==> src/rtl/tempsense_sched_if.sv <==
// Host/core signal bundle for tempsense_sched: slave modport faces the scheduler,
// master modport faces the host register block and core wrapper.
interface tempsense_sched_if #(
    parameter int unsigned PERIOD_W = 16
);
    logic                start_i;
    logic                cont_en_i;
    logic [PERIOD_W-1:0] period_i;
    logic                done_i;
    logic [7:0]          ib_i;
    logic [7:0]          ibf_i;
    logic                core_rst_o;
    logic [7:0]          res_o;
    logic [7:0]          ib_o;
    logic                res_valid_o;
    logic                res_ready_i;
    logic                busy_o;
    logic                err_o;
    logic [7:0]          min_o;
    logic [7:0]          max_o;

    modport slave (
        input  start_i, cont_en_i, period_i, done_i, ib_i, ibf_i, res_ready_i,
        output core_rst_o, res_o, ib_o, res_valid_o, busy_o, err_o, min_o, max_o
    );

    modport master (
        output start_i, cont_en_i, period_i, done_i, ib_i, ibf_i, res_ready_i,
        input  core_rst_o, res_o, ib_o, res_valid_o, busy_o, err_o, min_o, max_o
    );
endinterface

==> src/rtl/tempsense_sched.sv <==
// Temperature-sense measurement scheduler: owns core reset, averages 2^AVG_LOG2 fine codes per set.
// Optional per-set min/max tracking is built when TSCHED_MINMAX_EN is defined.
module tempsense_sched #(
    parameter int unsigned AVG_LOG2 = 2,
    parameter int unsigned TIMEOUT  = 4095,
    parameter int unsigned PERIOD_W = 16
) (
    input  logic               clk,
    input  logic               reset_n,
    tempsense_sched_if.slave   bus
);
    localparam int unsigned ACC_W = 8 + AVG_LOG2;
    localparam int unsigned CNT_W = AVG_LOG2 + 1;
    localparam int unsigned NSAMP = 1 << AVG_LOG2;
    localparam int unsigned TMO_W = $clog2(TIMEOUT + 1);

    typedef enum logic [1:0] {
        ST_IDLE = 2'd0,
        ST_WAIT = 2'd1,
        ST_DONE = 2'd2,
        ST_GAP  = 2'd3
    } state_t;

    state_t              r_state, w_state_nxt;
    logic                r_done_q;
    logic [CNT_W-1:0]    r_cnt, w_cnt_nxt;
    logic [ACC_W-1:0]    r_acc, w_acc_nxt;
    logic [TMO_W-1:0]    r_tmo, w_tmo_nxt;
    logic [PERIOD_W-1:0] r_gap, w_gap_nxt;
    logic [7:0]          r_res, w_res_nxt;
    logic [7:0]          r_ib, w_ib_nxt;
    logic                r_valid, w_valid_nxt;
    logic                r_err, w_err_nxt;
    logic                r_core_rst;
    logic                r_busy;
    logic                w_sample;
    logic                w_last;
    logic                w_fresh;
    logic [ACC_W-1:0]    w_sum;

    // Rising edge of the core strobe, only counted while a set is being collected
    assign w_sample = (r_state == ST_WAIT) && bus.done_i && !r_done_q;
    assign w_last   = (r_cnt == CNT_W'(NSAMP - 1));
    assign w_sum    = r_acc + ACC_W'(bus.ibf_i);

    always_ff @(posedge clk or negedge reset_n) begin
        if (!reset_n) begin
            r_state    <= ST_IDLE;
            r_done_q   <= 1'b0;
            r_cnt      <= '0;
            r_acc      <= '0;
            r_tmo      <= '0;
            r_gap      <= '0;
            r_res      <= '0;
            r_ib       <= '0;
            r_valid    <= 1'b0;
            r_err      <= 1'b0;
            r_core_rst <= 1'b1;
            r_busy     <= 1'b0;
        end else begin
            r_state    <= w_state_nxt;
            r_done_q   <= bus.done_i;
            r_cnt      <= w_cnt_nxt;
            r_acc      <= w_acc_nxt;
            r_tmo      <= w_tmo_nxt;
            r_gap      <= w_gap_nxt;
            r_res      <= w_res_nxt;
            r_ib       <= w_ib_nxt;
            r_valid    <= w_valid_nxt;
            r_err      <= w_err_nxt;
            r_core_rst <= (w_state_nxt != ST_WAIT);
            r_busy     <= (w_state_nxt != ST_IDLE);
        end
    end

    always_comb begin
        w_state_nxt = r_state;
        w_cnt_nxt   = r_cnt;
        w_acc_nxt   = r_acc;
        w_tmo_nxt   = r_tmo;
        w_gap_nxt   = r_gap;
        w_res_nxt   = r_res;
        w_ib_nxt    = r_ib;
        w_valid_nxt = r_valid;
        w_err_nxt   = r_err;
        w_fresh     = 1'b0;

        case (r_state)
            ST_IDLE: begin
                if (bus.start_i || bus.cont_en_i) begin
                    w_err_nxt   = 1'b0;
                    w_fresh     = 1'b1;
                    w_state_nxt = ST_WAIT;
                end
            end
            ST_WAIT: begin
                // A sample beats a timeout expiring in the same cycle
                if (w_sample) begin
                    w_acc_nxt = w_sum;
                    w_cnt_nxt = r_cnt + CNT_W'(1);
                    w_tmo_nxt = TMO_W'(TIMEOUT);
                    if (r_cnt == '0) begin
                        w_ib_nxt = bus.ib_i;
                    end
                    if (w_last) begin
                        w_res_nxt   = 8'(w_sum >> AVG_LOG2);
                        w_valid_nxt = 1'b1;
                        w_state_nxt = ST_DONE;
                    end
                end else if (r_tmo <= TMO_W'(1)) begin
                    w_err_nxt   = 1'b1;
                    w_state_nxt = ST_IDLE;
                end else begin
                    w_tmo_nxt = r_tmo - TMO_W'(1);
                end
            end
            ST_DONE: begin
                if (bus.res_ready_i) begin
                    w_valid_nxt = 1'b0;
                    if (bus.cont_en_i && (bus.period_i != '0)) begin
                        w_gap_nxt   = bus.period_i;
                        w_state_nxt = ST_GAP;
                    end else if (bus.cont_en_i) begin
                        w_fresh     = 1'b1;
                        w_state_nxt = ST_WAIT;
                    end else begin
                        w_state_nxt = ST_IDLE;
                    end
                end
            end
            ST_GAP: begin
                if (!bus.cont_en_i) begin
                    w_state_nxt = ST_IDLE;
                end else if (r_gap <= PERIOD_W'(1)) begin
                    w_fresh     = 1'b1;
                    w_state_nxt = ST_WAIT;
                end else begin
                    w_gap_nxt = r_gap - PERIOD_W'(1);
                end
            end
            default: begin
                w_state_nxt = ST_IDLE;
            end
        endcase

        // Every new set starts with an empty accumulator and a full timeout budget
        if (w_fresh) begin
            w_cnt_nxt = '0;
            w_acc_nxt = '0;
            w_tmo_nxt = TMO_W'(TIMEOUT);
        end
    end

`ifdef TSCHED_MINMAX_EN
    logic [7:0] r_min_run, r_max_run;
    logic [7:0] r_min, r_max;
    logic [7:0] w_min_cur, w_max_cur;

    assign w_min_cur = ((r_cnt == '0) || (bus.ibf_i < r_min_run)) ? bus.ibf_i : r_min_run;
    assign w_max_cur = ((r_cnt == '0) || (bus.ibf_i > r_max_run)) ? bus.ibf_i : r_max_run;

    // Running extremes are published together with the averaged result
    always_ff @(posedge clk or negedge reset_n) begin
        if (!reset_n) begin
            r_min_run <= '0;
            r_max_run <= '0;
            r_min     <= '0;
            r_max     <= '0;
        end else if (w_sample) begin
            r_min_run <= w_min_cur;
            r_max_run <= w_max_cur;
            if (w_last) begin
                r_min <= w_min_cur;
                r_max <= w_max_cur;
            end
        end
    end

    assign bus.min_o = r_min;
    assign bus.max_o = r_max;
`else
    assign bus.min_o = '0;
    assign bus.max_o = '0;
`endif

    assign bus.core_rst_o  = r_core_rst;
    assign bus.res_o       = r_res;
    assign bus.ib_o        = r_ib;
    assign bus.res_valid_o = r_valid;
    assign bus.busy_o      = r_busy;
    assign bus.err_o       = r_err;
endmodule

==> src/flat_wrapper.sv <==
// flat-port wrapper written by rule: the top's interface ports become plain ports
module tempsense_sched_flat 
#(
    parameter int unsigned AVG_LOG2 = 2,
    parameter int unsigned TIMEOUT  = 4095,
    parameter int unsigned PERIOD_W = 16
)
  (clk, reset_n, bus_start_i, bus_cont_en_i, bus_period_i, bus_done_i, bus_ib_i, bus_ibf_i, bus_res_ready_i, bus_core_rst_o, bus_res_o, bus_ib_o, bus_res_valid_o, bus_busy_o, bus_err_o, bus_min_o, bus_max_o);
  tempsense_sched_if #(.PERIOD_W(PERIOD_W)) bus_i ();
  input  logic clk;
  input  logic reset_n;
  input wire logic [$bits(bus_i.start_i)-1:0] bus_start_i;
  input wire logic [$bits(bus_i.cont_en_i)-1:0] bus_cont_en_i;
  input wire logic [$bits(bus_i.period_i)-1:0] bus_period_i;
  input wire logic [$bits(bus_i.done_i)-1:0] bus_done_i;
  input wire logic [$bits(bus_i.ib_i)-1:0] bus_ib_i;
  input wire logic [$bits(bus_i.ibf_i)-1:0] bus_ibf_i;
  input wire logic [$bits(bus_i.res_ready_i)-1:0] bus_res_ready_i;
  output wire logic [$bits(bus_i.core_rst_o)-1:0] bus_core_rst_o;
  output wire logic [$bits(bus_i.res_o)-1:0] bus_res_o;
  output wire logic [$bits(bus_i.ib_o)-1:0] bus_ib_o;
  output wire logic [$bits(bus_i.res_valid_o)-1:0] bus_res_valid_o;
  output wire logic [$bits(bus_i.busy_o)-1:0] bus_busy_o;
  output wire logic [$bits(bus_i.err_o)-1:0] bus_err_o;
  output wire logic [$bits(bus_i.min_o)-1:0] bus_min_o;
  output wire logic [$bits(bus_i.max_o)-1:0] bus_max_o;
  assign bus_i.start_i = bus_start_i;
  assign bus_i.cont_en_i = bus_cont_en_i;
  assign bus_i.period_i = bus_period_i;
  assign bus_i.done_i = bus_done_i;
  assign bus_i.ib_i = bus_ib_i;
  assign bus_i.ibf_i = bus_ibf_i;
  assign bus_i.res_ready_i = bus_res_ready_i;
  assign bus_core_rst_o = bus_i.core_rst_o;
  assign bus_res_o = bus_i.res_o;
  assign bus_ib_o = bus_i.ib_o;
  assign bus_res_valid_o = bus_i.res_valid_o;
  assign bus_busy_o = bus_i.busy_o;
  assign bus_err_o = bus_i.err_o;
  assign bus_min_o = bus_i.min_o;
  assign bus_max_o = bus_i.max_o;
  tempsense_sched #(.AVG_LOG2(AVG_LOG2), .TIMEOUT(TIMEOUT), .PERIOD_W(PERIOD_W)) u_core (.clk(clk), .reset_n(reset_n), .bus(bus_i));
endmodule
==> config.mk <==
export PLATFORM = sky130hd
export DESIGN_NAME = tempsense_sched_flat
export DESIGN_NICKNAME = d
export VERILOG_FILES = /design/src/rtl/tempsense_sched_if.sv /design/src/rtl/tempsense_sched.sv /design/src/flat_wrapper.sv
export SDC_FILE = /design/constraint.sdc
export NUM_CORES = 1
export LEC_CHECK = 0
export BUFFER_PORTS_ARGS = -buffer_cell sky130_fd_sc_hd__buf_4
export CAP_MARGIN = 20
export CORE_ASPECT_RATIO = 1.75
export CORE_MARGIN = 10
export CORE_UTILIZATION = 59
export CTS_CLUSTER_SIZE = 10
export DETAILED_ROUTE_END_ITERATION = 6
export PLACE_DENSITY = 0.85
export SYNTH_ARGS = -nofsm -noshare
export SYNTH_HDL_FRONTEND = slang
export SYNTH_SLANG_ARGS = --single-unit
==> constraint.sdc <==
create_clock -name clk -period 4.6 [get_ports clk]
set_input_delay 1.38 -clock clk [delete_from_list [all_inputs] [get_ports clk]]
set_output_delay 1.38 -clock clk [all_outputs]
set_load 0.02 [all_outputs]
==> results of run 1 <==
[cells in the mapped netlist (6+ instances only)]
library cell | count | area share [%]
nand2_1 | 24 | 2.5
nand3_1 | 7 | 0.96
nor3_1 | 11 | 1.5
mux2_2 | 15 | 4.6
a31oi_1 | 8 | 1.4
a22o_1 | 9 | 2.2
ha_1 | 15 | 5.2
clkbuf_1 | 11 | 1.1
o21ai_0 | 33 | 4.5
inv_1 | 14 | 1.4
nor4_1 | 7 | 1.2
dfrtp_1 | 63 | 43
buf_4 | 17 | 3.5
nor2_1 | 36 | 3.7
or3_1 | 6 | 1.0
a21oi_1 | 22 | 3.0
[stage by stage]
step | setup slack [ns] | area (um^2) | cells | utilization [%]
2_1_floorplan | 1.47 | 3690 | 393 | -
3_3_place_gp | 1.19 | 4070 | 502 | 68.6
3_5_place_dp | 1.10 | 4070 | 502 | 68.6
4_1_cts | 1.47 | 4280 | 518 | 72.2
5_1_grt | 1.32 | 4280 | 519 | 72.3
6_report | 1.45 | 4280 | 519 | 72.3
[cell type report]
type,instances,share of cell area (%)
Multi-Input combinational cell,285,43.4
Timing Repair Buffer,62,10.8
Tap cell,78,2.28
Sequential cell,64,37.4
Clock buffer,13,3.95
Inverter,14,1.23
Clock inverter,3,0.935
[power groups by stage]
stage / combinational [mW] / sequential (mW) / clock [mW]
finish: 1.08 / 0.955 / 0.503
global route: 1.19 / 0.980 / 0.534
CTS: 1.08 / 0.951 / 0.512
detailed placement: 1.08 / 0.956 / 0
global placement: 1.04 / 0.946 / 0
floorplan: 0.677 / 1.01 / 0
[routing by layer]
layer,part of all wire [%],global-route usage (%)
met5,0,0
met4,2.1,8.67
met3,6.7,5.12
met2,55,32.6
met1,36,18.3
[registers in the layout (all words and copies together) (netlist names)]
signal and flops:
u_core.bus.core_rst_o 1, u_core.r_acc 10, u_core.r_cnt 3, u_core.bus.res_valid_o 1, u_core.bus.err_o 1, u_core.r_done_q 1, u_core.r_state 2, u_core.bus.ib_o 8
u_core.r_gap 16, u_core.r_tmo 12, u_core.bus.busy_o 1, u_core.bus.res_o 8
[final timing paths]
kind / end / cells after the start
max: u_core.r_acc[8] / 9
min: u_core.bus.res_valid_o / 2
max reg2reg: u_core.r_gap[12] / 6
min reg2reg: u_core.bus.res_valid_o / 2
max in group asynchronous: u_core.r_tmo[8] / 1
min in group asynchronous: u_core.r_gap[6] / 1
[cell families (layout without fill, tap and decap cells)]
logic type	after synthesis	in the layout	synth area share, %
compound gates	107	107	18.9
xor+xnor	8	8	1.93
fa+ha+maj	16	16	5.71
buf+inv	44	92	6.54
flops	64	64	44.1
mux	15	15	4.65
other cells	1	16	0.103
simple gates	123	123	18.1
[tightest hold or removal path, delay by kind of cell, from the launching register on]
kind	cells	cell delay [ns]
DFF	1	0.34
and+or+nand+nor	2	0.10
==> run_results.csv, run 1 <==
group,metric,value,unit
outcome,outcome,"completed",
logic_synthesis,syn_inst,378,
finish,final_cell_mix,"63 x dfrtp_1, 61 x buf_4, 36 x nor2_1, 33 x o21ai_0, 24 x nand2_1",
critical_path,path_cells,"buf_4 -> ha_1 -> fa_1 -> a21oi_1 -> o211ai_1 -> o41ai_1 -> and2_1 -> o21ai_0 -> o41ai_1",
worst_hold_path,hold_path_class,"reg2reg",
pwr,switching_share,39.0,%
critical_path,critPathBufInv,1,
finish,nFillCells,458,
critical_path,cp-start-kind,"primary input",
routing,remaining_drc_errors,0,
placement,io_buffers,57,
critical_path,cpPeakStageDelay,0.50,ns
finish,nNetsFinal,490,
floorplan,die_w,79.3,um
critical_path,r2r-start,"u_core.r_gap[6]",
logic_synthesis,ys_async_sr_fraction,100,%
logic_synthesis,synth_cell_type_count,59,
routing,antenna_left,0,
cts,path_clk_slew,0.07,ns
logic_synthesis,ys_warn_count,0,
floorplan,die_h,124,um
logic_synthesis,netlist_area,0.00364,mm^2
pwr,p_total,2.53,mW
worst_hold_path,hp-start,"u_core.bus.res_valid_o",
floorplan,coreArea,0.00593,mm^2
pwr,p_leak,2.00,nW
timing,tns,0,ns
logic_synthesis,synth_edf_count,0,
critical_path,cp_common_cell,"o41ai_1",
pwr,power_frac_seq,37.7,%
routing,totalWireLength,8740,um
logic_synthesis,ys_seq_elements,64,
grt,grt_overflow,0,
timing,finalCriticalPeriod,3.15,ns
timing,holdWs,0.479,ns
critical_path,startpoint,"bus_ibf_i[0]",
finish,synthToLayoutAreaGrowth,17.8,%
pwr,power_frac_clock,19.9,%
timing,setup_violations,0,
timing,report.final.slew_viol_count,0,
timing,fin_skew,0.00811,ns
floorplan,io_pins,74,
finish,antenna_cells,0,
critical_path,crit_slowest_cell,"o41ai_1",
timing,worst_slew_pin_slew,0.900,ns
floorplan,initial_core_util,61.4,%
cts,cts_hold_buffers,0,
finish,multi_input_area,0.00186,mm^2
cts,post_cts_resize_count,0,
logic_synthesis,ys_seq_area_share,44.1,%
cts,cts_sinks,64,
pwr,p_sw,0.988,mW
floorplan,dieArea,0.00983,mm^2
placement,dp.final_hpwl,6490,um
critical_path,required,4.83,ns
finish,layout-drive-gt1-share,24.3,%
cts,cts_tree,"built",
cts,htreeDepth,3,
timing,fin_crit_sh,68.4,%
run,maxCapViolCount,0,
timing,max_freq,0.318,GHz
cts,cts_setup_buffers,0,
timing,hold_viol_final,0,
logic_synthesis,syn_avg_cell_area,9.62,um^2
placement,gp_congestion,0.803,
grt,grt_max_degree,65,
pwr,power.density,592,mW/mm^2
routing,vias,3081,
finish,register_area,0.00160,mm^2
finish,mostFrequentLayoutCell,"dfrtp_1",
grt,grt_pass1_vias,3063,
critical_path,crit_fanout,3,
routing,drt_pass1_iterations,5,
grt,grt.total_usage,17.9,%
cts,insertion_delay,0.34,ns
pwr,p_int,1.55,mW
cts,cts_root_buf,"clkbuf_8",
pwr,combPwrFrac,42.4,%
logic_synthesis,ys.flop_type,"dfrtp_1",
timing,rsz0062_at_grt,"no",
critical_path,worstSetupPathType,"in2reg",
cts,cts_buffer_depth,2,
grt,grt_pass1_wl,14200,um
pwr,vdd_drop_max,0.450,mV
routing,wl_per_cell,16.8,um
critical_path,crit_family,"compound AO/OA/AOI/OAI gates",
timing,slew_headroom,39.9,%
grt,antenna_found_initial,0,
critical_path,cp.arrival,3.38,ns
critical_path,endpoint_kind,"flop",
routing,vias_per_cell,5.94,
cts,numCtsBuffers,9,
floorplan,std_cell_rows,37,
critical_path,reg2reg_slack,2.06,ns
routing,drtIter0Drc,227,
(Power assumes the default switching activity.)
==> run 2: changes to the inputs <==
- CORE_UTILIZATION: 59 -> 55
- PLACE_DENSITY: 0.85 -> 0.8
- clock period: 4.6 -> 3.2 ns (I/O delays scaled with it)
==> run 2 against run 1 <==
Compared with the run above:
- wire length grew 1.5%
- first-iteration DRC count is 4.8% higher
- sequential power increased by 43%
- cell count rose by 0.96%
- combinational power rose by 44%
- global-route usage grew 0.12 points
- critical path type is now reg2reg
==> run_results.csv, run 2 (same netlist as run 1, synthesis figures left out) <==
group,metric,value,unit
critical_path,cp-start-kind,"flop",
critical_path,worstSetupPathType,"reg2reg",
floorplan,die_w,81.5,um
cts,cts_tree,"built",
timing,finalCriticalPeriod,2.60,ns
placement,io_buffers,57,
finish,mostFrequentLayoutCell,"buf_4",
cts,post_cts_resize_count,0,
cts,cts_sinks,64,
routing,drtIter0Drc,238,
floorplan,std_cell_rows,39,
routing,vias_per_cell,5.90,
timing,setup_violations,0,
grt,grt_pass1_vias,3244,
critical_path,cp.arrival,2.81,ns
timing,rsz0062_at_grt,"no",
routing,remaining_drc_errors,0,
pwr,power.density,887,mW/mm^2
cts,cts_hold_buffers,0,
routing,wl_per_cell,16.9,um
timing,worst_slew_pin_slew,0.954,ns
grt,grt.total_usage,18.1,%
finish,fin_area,0.00438,mm^2
placement,gp_congestion,0.853,
critical_path,endpoint_kind,"flop",
floorplan,io_pins,74,
critical_path,required,3.41,ns
timing,hold_viol_final,0,
timing,tns,0,ns
floorplan,coreArea,0.00649,mm^2
floorplan,dieArea,0.0104,mm^2
critical_path,crit_fanout,13,
finish,top_regs,"u_core.r_gap (16), u_core.r_tmo (12), u_core.r_acc (10)",
timing,max_freq,0.385,GHz
routing,antenna_left,0,
timing,fin_skew,0.00332,ns
cts,htreeDepth,3,
grt,grt_pass1_wl,15000,um
worst_hold_path,hp-start,"u_core.bus.res_o[6]",
run,maxCapViolCount,0,
pwr,vdd_drop_max,0.647,mV
finish,layout-drive-gt1-share,24.4,%
finish,final_cell_mix,"64 x buf_4, 63 x dfrtp_1, 36 x nor2_1, 33 x o21ai_0, 24 x nand2_1",
grt,antenna_found_initial,0,
cts,insertion_delay,0.33,ns
critical_path,reg2reg_slack,0.60,ns
finish,regMostFlops,"u_core.r_gap",
worst_hold_path,hold_path_class,"reg2reg",
floorplan,initial_core_util,56.0,%
cts,cts_root_buf,"clkbuf_16",
finish,antenna_cells,0,
critical_path,regToRegEndpoint,"u_core.r_gap[12]",
cts,numCtsBuffers,9,
outcome,outcome,"completed",
floorplan,die_h,128,um
placement,dp.final_hpwl,6620,um
placement,place_area,0.00410,mm^2
worst_hold_path,hold_end,"u_core.bus.res_o[6]",
routing,vias,3089,
timing,slew_headroom,36.3,%
pwr,p_leak,2.04,nW
grt,grt_overflow,0,
critical_path,crit_slowest_cell,"nor4b_2",
timing,fin_crit_sh,81.1,%
finish,nFillCells,541,
cts,cts_buffer_depth,2,
finish,nNetsFinal,492,
finish,largest_register_ff_count,16,
critical_path,r2r-start,"u_core.r_gap[8]",
routing,totalWireLength,8870,um
cts,path_clk_slew,0.05,ns
critical_path,cpPeakStageDelay,0.54,ns
critical_path,reg2reg_depth,6,
finish,synthToLayoutAreaGrowth,20.5,%
critical_path,path_cells,"or3_1 -> nor4b_2 -> a21oi_1 -> o21bai_1 -> o21a_1 -> o22a_1",
grt,grt_max_degree,65,
worst_hold_path,hold_path_depth,2,
cts,cts_setup_buffers,0,
timing,report.final.slew_viol_count,0,
routing,drt_pass1_iterations,4,
-- run 2: changes by cell type in the layout (fill, tap and decap cells not counted), sizes merged --
cell    previous run  this run
buf               61        64
clkinv             2         3
clkbuf            14        11
-- run 2: worst max path at each step --
stage / depth (start not counted) / slack (ns) / start / end
2_1_floorplan: 8 / 0.49 / bus_ibf_i[0] / u_core.r_acc[8]
3_3_place_gp: 10 / 0.38 / bus_ibf_i[0] / u_core.r_acc[8]
3_5_place_dp: 10 / 0.30 / bus_ibf_i[0] / u_core.r_acc[8]
4_1_cts: 10 / 0.60 / bus_ibf_i[0] / u_core.r_acc[8]
5_1_grt: 10 / 0.45 / bus_ibf_i[0] / u_core.r_acc[8]
6_report: 6 / 0.60 / u_core.r_gap[8] / u_core.r_gap[12]
-- run 2: where the power goes --
part / total [mW] / switching (mW) / leakage [nW] / internal, mW
clock network: 0.951 / 0.337 / 0.145 / 0.615
registers: 1.37 / 0.246 / 0.761 / 1.13
logic: 1.56 / 0.876 / 1.14 / 0.688
total: 3.89 / 1.46 / 2.04 / 2.43
-- run 2: layer usage --
metal,part of all wire [%],GRT usage [%],routed length (um),vias to the layer above
met3,5.7,5.90,504,23
met5,0,0,0,-
li1,-,-,-,1468
met1,36,18.3,3180,1508
met4,3.2,8.39,284,0
met2,55,31.9,4900,90
-- run 2: through the flow --
stage | instances | setup WS (ns) | util (%) | hold slack, ns | power [mW]
6_report | 524 | 0.603 | 67.5 | 0.485 | 3.89
5_1_grt | 524 | 0.452 | 67.5 | 0.514 | 4.15
4_1_cts | 524 | 0.598 | 67.5 | 0.487 | 3.92
3_5_place_dp | 509 | 0.296 | 63.1 | 0.475 | 2.94
3_3_place_gp | 509 | 0.375 | 63.1 | 0.466 | 2.86
2_1_floorplan | 393 | 0.491 | - | 0.461 | 2.43
-- run 2: worst max-delay path, delay by kind of cell (launching register included) --
kind | cells | cell delay [ns]
AOI/OAI and AO/OA | 4 | 1.06
DFF | 1 | 0.43
and+or+nand+nor | 2 | 1.00
-- run 2: layout make-up --
class	instances	area, um^2	share of cell area [%]
Clock buffer	11	243	5.54
Clock inverter	4	45.0	1.03
Inverter	14	52.6	1.20
Multi-Input combinational cell	285	1860	42.4
Sequential cell	64	1600	36.6
Tap cell	82	103	2.34
Timing Repair Buffer	64	480	11.0
